$ cat src/rtl/cpu_state_sequencer.sv
// ---------------------------------------------------------------------------
// cpu_state_sequencer
//
// Multi-cycle state sequencer for the MIPS core. It produces the 4-bit state
// code that the control unit decodes:
//   0 = HALT, 1 = FETCH, 2 = DECODE, 3 = EXEC1, 4 = EXEC2.
// FETCH, EXEC1 (memory ops) and EXEC2 are stretched while the Avalon memory
// asserts waitrequest. The sequencer halts once an instruction retires with
// a next PC of zero. It also keeps cycle, retired-instruction and stall
// counters for debug.
//
// Optional feature macro: MULTDIV_INTERLOCK_EN
//   When defined, EXEC1 is held while an MFHI/MFLO waits on a busy
//   mult/div unit. When undefined, div_mult_busy and fun are ignored.
//
// Parameters
//   COUNT_W        width of the cycle/instruction/stall counters
//
// Ports
//   clk            core clock, rising edge
//   reset          asynchronous, active-high reset
//   waitrequest    Avalon stall from memory
//   opcode         instruction bits 31:26
//   fun            instruction bits 5:0
//   pc_next        value the PC loads on this cycle's pcwrite
//   div_mult_busy  mult/div unit still computing HI/LO
//   state          current sequencer state code
//   active         high whenever state != HALT
//   cycle_count    cycles spent with active high
//   instr_count    instructions retired (EXEC2 exits)
//   stall_count    cycles in which the state was held by a stall
// ---------------------------------------------------------------------------
module cpu_state_sequencer #(
    parameter int COUNT_W = 32
) (
    input  logic               clk,
    input  logic               reset,
    input  logic               waitrequest,
    input  logic [5:0]         opcode,
    input  logic [5:0]         fun,
    input  logic [31:0]        pc_next,
    input  logic               div_mult_busy,
    output logic [3:0]         state,
    output logic               active,
    output logic [COUNT_W-1:0] cycle_count,
    output logic [COUNT_W-1:0] instr_count,
    output logic [COUNT_W-1:0] stall_count
);

    localparam logic [3:0] S_HALT   = 4'd0;
    localparam logic [3:0] S_FETCH  = 4'd1;
    localparam logic [3:0] S_DECODE = 4'd2;
    localparam logic [3:0] S_EXEC1  = 4'd3;
    localparam logic [3:0] S_EXEC2  = 4'd4;

    localparam logic [5:0] OP_LW     = 6'b100011;
    localparam logic [5:0] OP_LUI_P  = 6'b011111;

    logic [3:0]         state_q, state_d;
    logic               booted_q, booted_d;
    logic [COUNT_W-1:0] cycle_q, cycle_d;
    logic [COUNT_W-1:0] instr_q, instr_d;
    logic [COUNT_W-1:0] stall_q, stall_d;

    logic               mem_ex1;
    logic               interlock;
    logic               stall_hold;
    logic               retire;

    assign mem_ex1 = (opcode == OP_LW) || (opcode == OP_LUI_P);

`ifdef MULTDIV_INTERLOCK_EN
    // MFHI/MFLO must not read HI/LO before the mult/div unit finishes.
    // Holding EXEC1 is safe because div_mult_en is never raised for them.
    localparam logic [5:0] OP_SPECIAL = 6'b000000;
    localparam logic [5:0] FN_MFHI    = 6'b010000;
    localparam logic [5:0] FN_MFLO    = 6'b010010;

    assign interlock = (opcode == OP_SPECIAL) &&
                       ((fun == FN_MFHI) || (fun == FN_MFLO)) &&
                       div_mult_busy;
`else
    // Software spaces MFHI/MFLO after MULT/DIV, so these inputs are unused.
    logic unused_interlock_inputs;
    assign unused_interlock_inputs = ^{fun, div_mult_busy};
    assign interlock = 1'b0;
`endif

    always_comb begin
        state_d    = state_q;
        booted_d   = booted_q;
        stall_hold = 1'b0;
        retire     = 1'b0;
        case (state_q)
            S_HALT: begin
                // Only the first HALT after reset boots; a later HALT is final.
                if (!booted_q) begin
                    state_d  = S_FETCH;
                    booted_d = 1'b1;
                end
            end
            S_FETCH: begin
                if (waitrequest) begin
                    stall_hold = 1'b1;
                end else begin
                    state_d = S_DECODE;
                end
            end
            S_DECODE: begin
                state_d = S_EXEC1;
            end
            S_EXEC1: begin
                // Both stall sources together still count as a single cycle.
                if ((mem_ex1 && waitrequest) || interlock) begin
                    stall_hold = 1'b1;
                end else begin
                    state_d = S_EXEC2;
                end
            end
            S_EXEC2: begin
                if (waitrequest) begin
                    stall_hold = 1'b1;
                end else begin
                    retire  = 1'b1;
                    state_d = (pc_next == 32'd0) ? S_HALT : S_FETCH;
                end
            end
            default: begin
                // Unused codes are reachable only by upset: park in HALT for good.
                state_d  = S_HALT;
                booted_d = 1'b1;
            end
        endcase
    end

    assign active = (state_q != S_HALT);

    always_comb begin
        cycle_d = cycle_q;
        instr_d = instr_q;
        stall_d = stall_q;
        if (active) begin
            cycle_d = cycle_q + 1'b1;
        end
        if (retire) begin
            instr_d = instr_q + 1'b1;
        end
        if (stall_hold) begin
            stall_d = stall_q + 1'b1;
        end
    end

    always_ff @(posedge clk or posedge reset) begin
        if (reset) begin
            state_q  <= S_HALT;
            booted_q <= 1'b0;
            cycle_q  <= '0;
            instr_q  <= '0;
            stall_q  <= '0;
        end else begin
            state_q  <= state_d;
            booted_q <= booted_d;
            cycle_q  <= cycle_d;
            instr_q  <= instr_d;
            stall_q  <= stall_d;
        end
    end

    assign state       = state_q;
    assign cycle_count = cycle_q;
    assign instr_count = instr_q;
    assign stall_count = stall_q;

endmodule

$ cat config.mk
export PLATFORM = sky130hd
export DESIGN_NAME = cpu_state_sequencer
export DESIGN_NICKNAME = d
export VERILOG_FILES = /design/src/rtl/cpu_state_sequencer.sv
export SDC_FILE = /design/constraint.sdc
export NUM_CORES = 1
export LEC_CHECK = 0
export CORE_MARGIN = 1.5
export CORE_UTILIZATION = 47
export DETAILED_ROUTE_END_ITERATION = 10
export PLACE_DENSITY = 0.81
export SLEW_MARGIN = 25
export SYNTH_ARGS = -nofsm -noshare
export SYNTH_HDL_FRONTEND = slang
export SYNTH_SLANG_ARGS = --single-unit
$ cat constraint.sdc
create_clock -name clk -period 5.8 [get_ports clk]
set_input_delay 1.16 -clock clk [delete_from_list [all_inputs] [get_ports clk]]
set_output_delay 1.16 -clock clk [all_outputs]
set_load 0.03 [all_outputs]
==> impl_metrics.yaml, run 1 <==
run_status:
  status: "complete, no violations"
synth:
  synthTopCellsByArea: "dfrtp_1 (54%), xnor2_1 (9.8%), xor2_1 (7.9%)"
  ys_warn_count: 0
  synth.distinct_cells: 42
  synth_area_um2: 4660
  synth_nets: 472
  avgSynthCellArea_um2: 11.1
  synth-edff-count: 0
  syn_inst: 421
  ys_seq_area_share_pct: 53.7
  async_flop_share_pct: 100
  synth_flop_cell: "dfrtp_1"
  synth_top_cell_area_share_pct: 53.7
  yosys.area.top_type: "dfrtp_1"
  ys_ff_latch: 100
grt:
  grt_usage_pct: 20.4
  grt_pass1_vias: 3495
  grt-ovfl-total: 0
  grt_pass1_wl_um: 16800
  grt_max_degree: 66
  grt_antenna_before_repair: 0
pwr:
  clkPwrFrac_pct: 24.1
  power_density_nw_per_um2: 283
  pwr-share-seq_pct: 48.3
  internal_power_mw: 1.18
  swShare_pct: 34.2
  power_mw: 1.80
  cellLeakagePower_nw: 2.86
  vdd_drop_max_v: 0.000170
  p_switching_uw: 617
  p_comb_share_pct: 27.6
clock_tree:
  cts-root-buf: "clkbuf_8"
  cts.sink_count: 100
  cts_tree: "done"
  clkLatencyLatePin_ns: 0.35
  ctsLongestPathBuffers: 2
  ctsResizeCount: 0
  cts_max_level: 3
  cts.clk_slew.worst_paths_ns: 0.09
  hold_buffers: 0
  post-cts-setup-buffers: 0
  cts_made_buffers: 9
critical_path:
  worst_r2r_path_depth: 5
  worstPathCellList: "nor3_2 > inv_1 > clkdlybuf4s50_1"
  cp_data_arrival_time_ns: 2.11
  startpoint_type: "register"
  cp_max_fo: 12
  critPathMaxStageDelay_ns: 0.63
  cpMaxStageDelayCell: "clkdlybuf4s50_1"
  worstSetupEndpointType: "output pin"
  crit_required_ns: 4.64
  worstSetupPathType: "register to output pin"
floorplanning:
  die_height_um: 103
  design.portCount: 149
  dieArea_um2: 10500
  die_width_um: 103
  initial_core_util_pct: 48.1
  core-area_um2: 9680
  std_cell_rows: 36
drt:
  drt-pass1-iter-count: 4
  wl_per_cell_um: 15.0
  ant_nets: 0
  vias: 3686
  vias_per_cell: 5.26
  drt-initial-drc-count: 105
  routed_wl_um: 10500
  drc: 0
finish:
  layout_common_cells: "clkdlybuf4s50_1 (140), dfrtp_1 (100), xnor2_1 (52), nand2_1 (43), xor2_1 (42)"
  final_common_cell: "clkdlybuf4s50_1"
  syn_to_final_growth_pct: 36.9
  drive_gt1_share_pct: 5.11
  final_nets: 616
  num_antenna_cells: 0
  fin_area_um2: 6370
sta:
  rsz0062_at_grt: "false"
  setup_slack_ns: 2.53
  max-slew-margin-rel_pct: 44.1
  finalSetupTns_ns: 0
  setup_viol: 0
  finalClockSkew_ns: 0.0117
  slew_viol_final: 0
  layout_min_cycle_time_ns: 3.27
  fin_crit_sh_pct: 56.4
  tightest_slew_ns: 0.831
  hold_viol: 0
  max_freq_ghz: 0.305
place:
  postPlaceCellArea_um2: 6180
  gp_congestion: 0.775
  io_buffers: 140
  place_ws_ns: 2.25
  dp_hpwl_um: 7730
job:
  max_cap_viol_count: 0
worst_hold_path:
  hp-class: "register to register"
  min_path_cells: 1
[critical path, delay by kind of cell, from the launching register on]
family,cells,cell delay [ns]
simple gates,1,0.41
flops,1,0.56
buf+inv,2,0.80
[power by group through the flow]
| stage | registers [mW] | logic [mW] | clock network (mW) |
|---|---|---|---|
| after floorplan | 0.961 | 0.210 | 0 |
| after global placement | 0.875 | 0.489 | 0 |
| final | 0.869 | 0.498 | 0.434 |
| after detailed placement | 0.881 | 0.498 | 0 |
| after CTS | 0.868 | 0.503 | 0.447 |
| after global routing | 0.882 | 0.535 | 0.474 |
[path summary, 6_finish.rpt]
| check | from | to | slack (ns) |
|---|---|---|---|
| min | stall_count[31] | stall_count[31] | 0.47 |
| min in group asynchronous | reset | stall_count[26] | 1.31 |
| max in group asynchronous | reset | stall_count[8] | 3.51 |
| max reg2reg | state[0] | cycle_count[22] | 3.49 |
| max | state[0] | active | 2.53 |
| min reg2reg | stall_count[31] | stall_count[31] | 0.47 |
[logic make-up (layout without fill, tap and decap cells)]
| family | Yosys count | after routing | share of synthesized area (%) |
|---|---|---|---|
| multiplexers | 3 | 3 | 0.699 |
| XOR/XNOR | 94 | 94 | 17.7 |
| adder cells (fa/ha/maj) | 3 | 3 | 0.806 |
| AO/OA/AOI/OAI | 11 | 11 | 1.85 |
| flip-flops | 100 | 100 | 53.7 |
| buffers and inverters | 19 | 166 | 1.93 |
| other | 1 | 1 | 0.0805 |
| AND/OR/NAND/NOR | 190 | 190 | 23.2 |
[sequential cells by signal (all words and copies together), names as in the netlist]
| name | count |
|---|---|
| state | 3 |
| booted_q | 1 |
| cycle_count | 32 |
| instr_count | 32 |
| stall_count | 32 |
[cell type report]
type | count | area [µm²]
Fill cell | 765 | 3310
Sequential cell | 100 | 2500
Multi-Input combinational cell | 302 | 2060
Timing Repair Buffer | 141 | 1410
Tap cell | 133 | 166
Clock buffer | 10 | 138
Clock inverter | 4 | 51.3
Inverter | 11 | 43.8
[per-layer routing]
metal  track usage [%]  vias up  routed length (µm)
met2              32.6      112                4980
li1                  -     1746                   -
met1              27.5     1817                4710
met3              5.36       11                 743
met5                 0        -                   0
met4              6.53        0                 115
[Yosys cell counts (2+ instances only)]
master / n
o21ai_0: 4
nor2_1: 26
buf_2: 3
nor4_4: 2
and2_1: 2
nor4_1: 13
nand2b_1: 3
clkbuf_1: 2
and4b_1: 2
xnor2_1: 52
mux2_2: 2
buf_4: 2
nor3_1: 22
nand4_1: 20
nand4_4: 2
ha_1: 3
or3_1: 2
nand3_1: 27
and4_1: 8
inv_1: 11
nand2_1: 43
dfrtp_1: 100
xor2_1: 42
and3_1: 10
[per-stage QoR]
step / utilization, % / hold slack (ns) / instances
finish: 65.8 / 0.474 / 701
global route: 65.8 / 0.494 / 701
CTS: 65.8 / 0.480 / 701
detailed placement: 63.9 / 0.457 / 687
global placement: 63.9 / 0.455 / 687
floorplan: - / 0.439 / 421
Power figures use the tool's default switching activity.
==> run 2: changes to the inputs <==
Settings changed: CORE_UTILIZATION 47 to 42, PLACE_DENSITY 0.81 to 0.77.
Clock period 5.8 ns to 3 ns, I/O delays scaled along.
==> run 2 against run 1 <==
- core utilization shrank 6.2 points
- via count shrank 2.0%
- clock-buffer cell count is the same
- total power grew 100%
- design area grew 1.5%
- combinational power grew 94%
- first-iteration DRC count grew 57%
- clock skew is essentially flat
- sequential cell count is the same
- highest routed layer unchanged
==> impl_metrics.yaml, run 2 (same netlist as run 1, synthesis figures left out) <==
run_status:
  status: "complete, no violations"
finish:
  layout_common_cells: "clkdlybuf4s50_1 (140), dfrtp_1 (100), xnor2_1 (52), nand2_1 (43), xor2_1 (42)"
  drive_gt1_share_pct: 5.77
  final_cell_count_no_fill: 712
  n_fill_cell: 903
  final_nets: 619
  syn_to_final_growth_pct: 38.9
  final_common_cell: "clkdlybuf4s50_1"
  num_antenna_cells: 0
clock_tree:
  clkLatencyLatePin_ns: 0.36
  cts_max_level: 3
  cts_tree: "done"
  cts.clk_slew.worst_paths_ns: 0.09
  post-cts-setup-buffers: 0
  ctsLongestPathBuffers: 2
  ctsResizeCount: 0
  cts-root-buf: "clkbuf_8"
  cts_made_buffers: 9
  cts.sink_count: 100
  hold_buffers: 0
floorplanning:
  die_height_um: 108
  core-area_um2: 10800
  std_cell_rows: 38
  die_width_um: 108
  dieArea_um2: 11700
  initial_core_util_pct: 42.9
  design.portCount: 149
critical_path:
  cpMaxStageDelayCell: "clkdlybuf4s50_1"
  worstSetupPathType: "register to output pin"
  startpoint_type: "register"
  crit_required_ns: 2.40
  worstSetupEndpointType: "output pin"
  critPathMaxStageDelay_ns: 0.63
  cp_data_arrival_time_ns: 2.10
  worstPathCellList: "nor3_2 > inv_1 > clkdlybuf4s50_1"
  cp_max_fo: 12
drt:
  wl_per_cell_um: 14.9
  ant_nets: 0
  drt-initial-drc-count: 165
  drt-pass1-iter-count: 4
  vias: 3613
  vias_per_cell: 5.07
  routed_wl_um: 10600
  drc: 0
place:
  gp_congestion: 0.806
  dp_hpwl_um: 7770
  io_buffers: 140
  place_ws_ns: 0.205
  place_inst: 697
sta:
  rsz0062_at_grt: "false"
  max-slew-margin-rel_pct: 52.3
  fin_crit_sh_pct: 90.0
  slew_viol_final: 0
  hold_ws_ns: 0.480
  hold_viol: 0
  setup_slack_ns: 0.301
  max_freq_ghz: 0.371
  finalSetupTns_ns: 0
  setup_viol: 0
  finalClockSkew_ns: 0.0122
  tightest_slew_ns: 0.706
  layout_min_cycle_time_ns: 2.70
pwr:
  cellLeakagePower_nw: 2.90
  power_mw: 3.68
  power_density_nw_per_um2: 568
  vdd_drop_max_v: 0.000313
worst_hold_path:
  hp-class: "register to register"
job:
  max_cap_viol_count: 0
grt:
  grt_antenna_before_repair: 0
  grt_pass1_vias: 3586
  grt_usage_pct: 19.0
  grt-ovfl-total: 0
  grt_pass1_wl_um: 17600
  grt_max_degree: 101
==> run 2: report_power, final <==
group	switching (mW)	internal, mW	total [mW]
combinational	0.536	0.430	0.965
clock	0.456	0.570	1.03
sequential	0.217	1.47	1.68
total	1.21	2.47	3.68
==> run 2: final cells by class <==
| cell class | instances | area (µm²) | area share [%] |
|---|---|---|---|
| Timing Repair Buffer | 144 | 1440 | 22.3 |
| Multi-Input combinational cell | 302 | 2060 | 31.9 |
| Inverter | 11 | 45.0 | 0.696 |
| Sequential cell | 100 | 2500 | 38.7 |
| Clock inverter | 5 | 100 | 1.55 |
| Tap cell | 140 | 175 | 2.71 |
| Clock buffer | 10 | 138 | 2.13 |
==> run 2: stage by stage <==
stage	utilization (%)	cell area, µm²
2_1_floorplan	-	4660
3_3_place_gp	57.5	6230
3_5_place_dp	57.5	6230
4_1_cts	59.7	6470
5_1_grt	59.7	6470
6_report	59.7	6470
==> run 2: final timing paths <==
| check | startpoint | endpoint | slack (ns) | cells after the start |
|---|---|---|---|---|
| min reg2reg | instr_count[31] | instr_count[31] | 0.48 | 1 |
| min in group asynchronous | reset | stall_count[31] | 0.73 | 3 |
| min | instr_count[31] | instr_count[31] | 0.48 | 1 |
| max | state[0] | active | 0.30 | 3 |
| max in group asynchronous | reset | cycle_count[3] | 1.88 | 3 |
| max reg2reg | state[2] | stall_count[27] | 0.87 | 6 |
==> run 2: critical path: cells and delay by family, from the launching register on <==
family                 cells  cell delay, ns
and+or+nand+nor            1            0.39
buffers and inverters      2            0.79
DFF                        1            0.55
==> run 2: layer usage <==
layer / share of wire (%) / GRT usage [%]
met5: 0 / 0
met4: 1.6 / 5.92
met3: 5.5 / 5.18
met2: 48 / 30.8
met1: 45 / 24.9
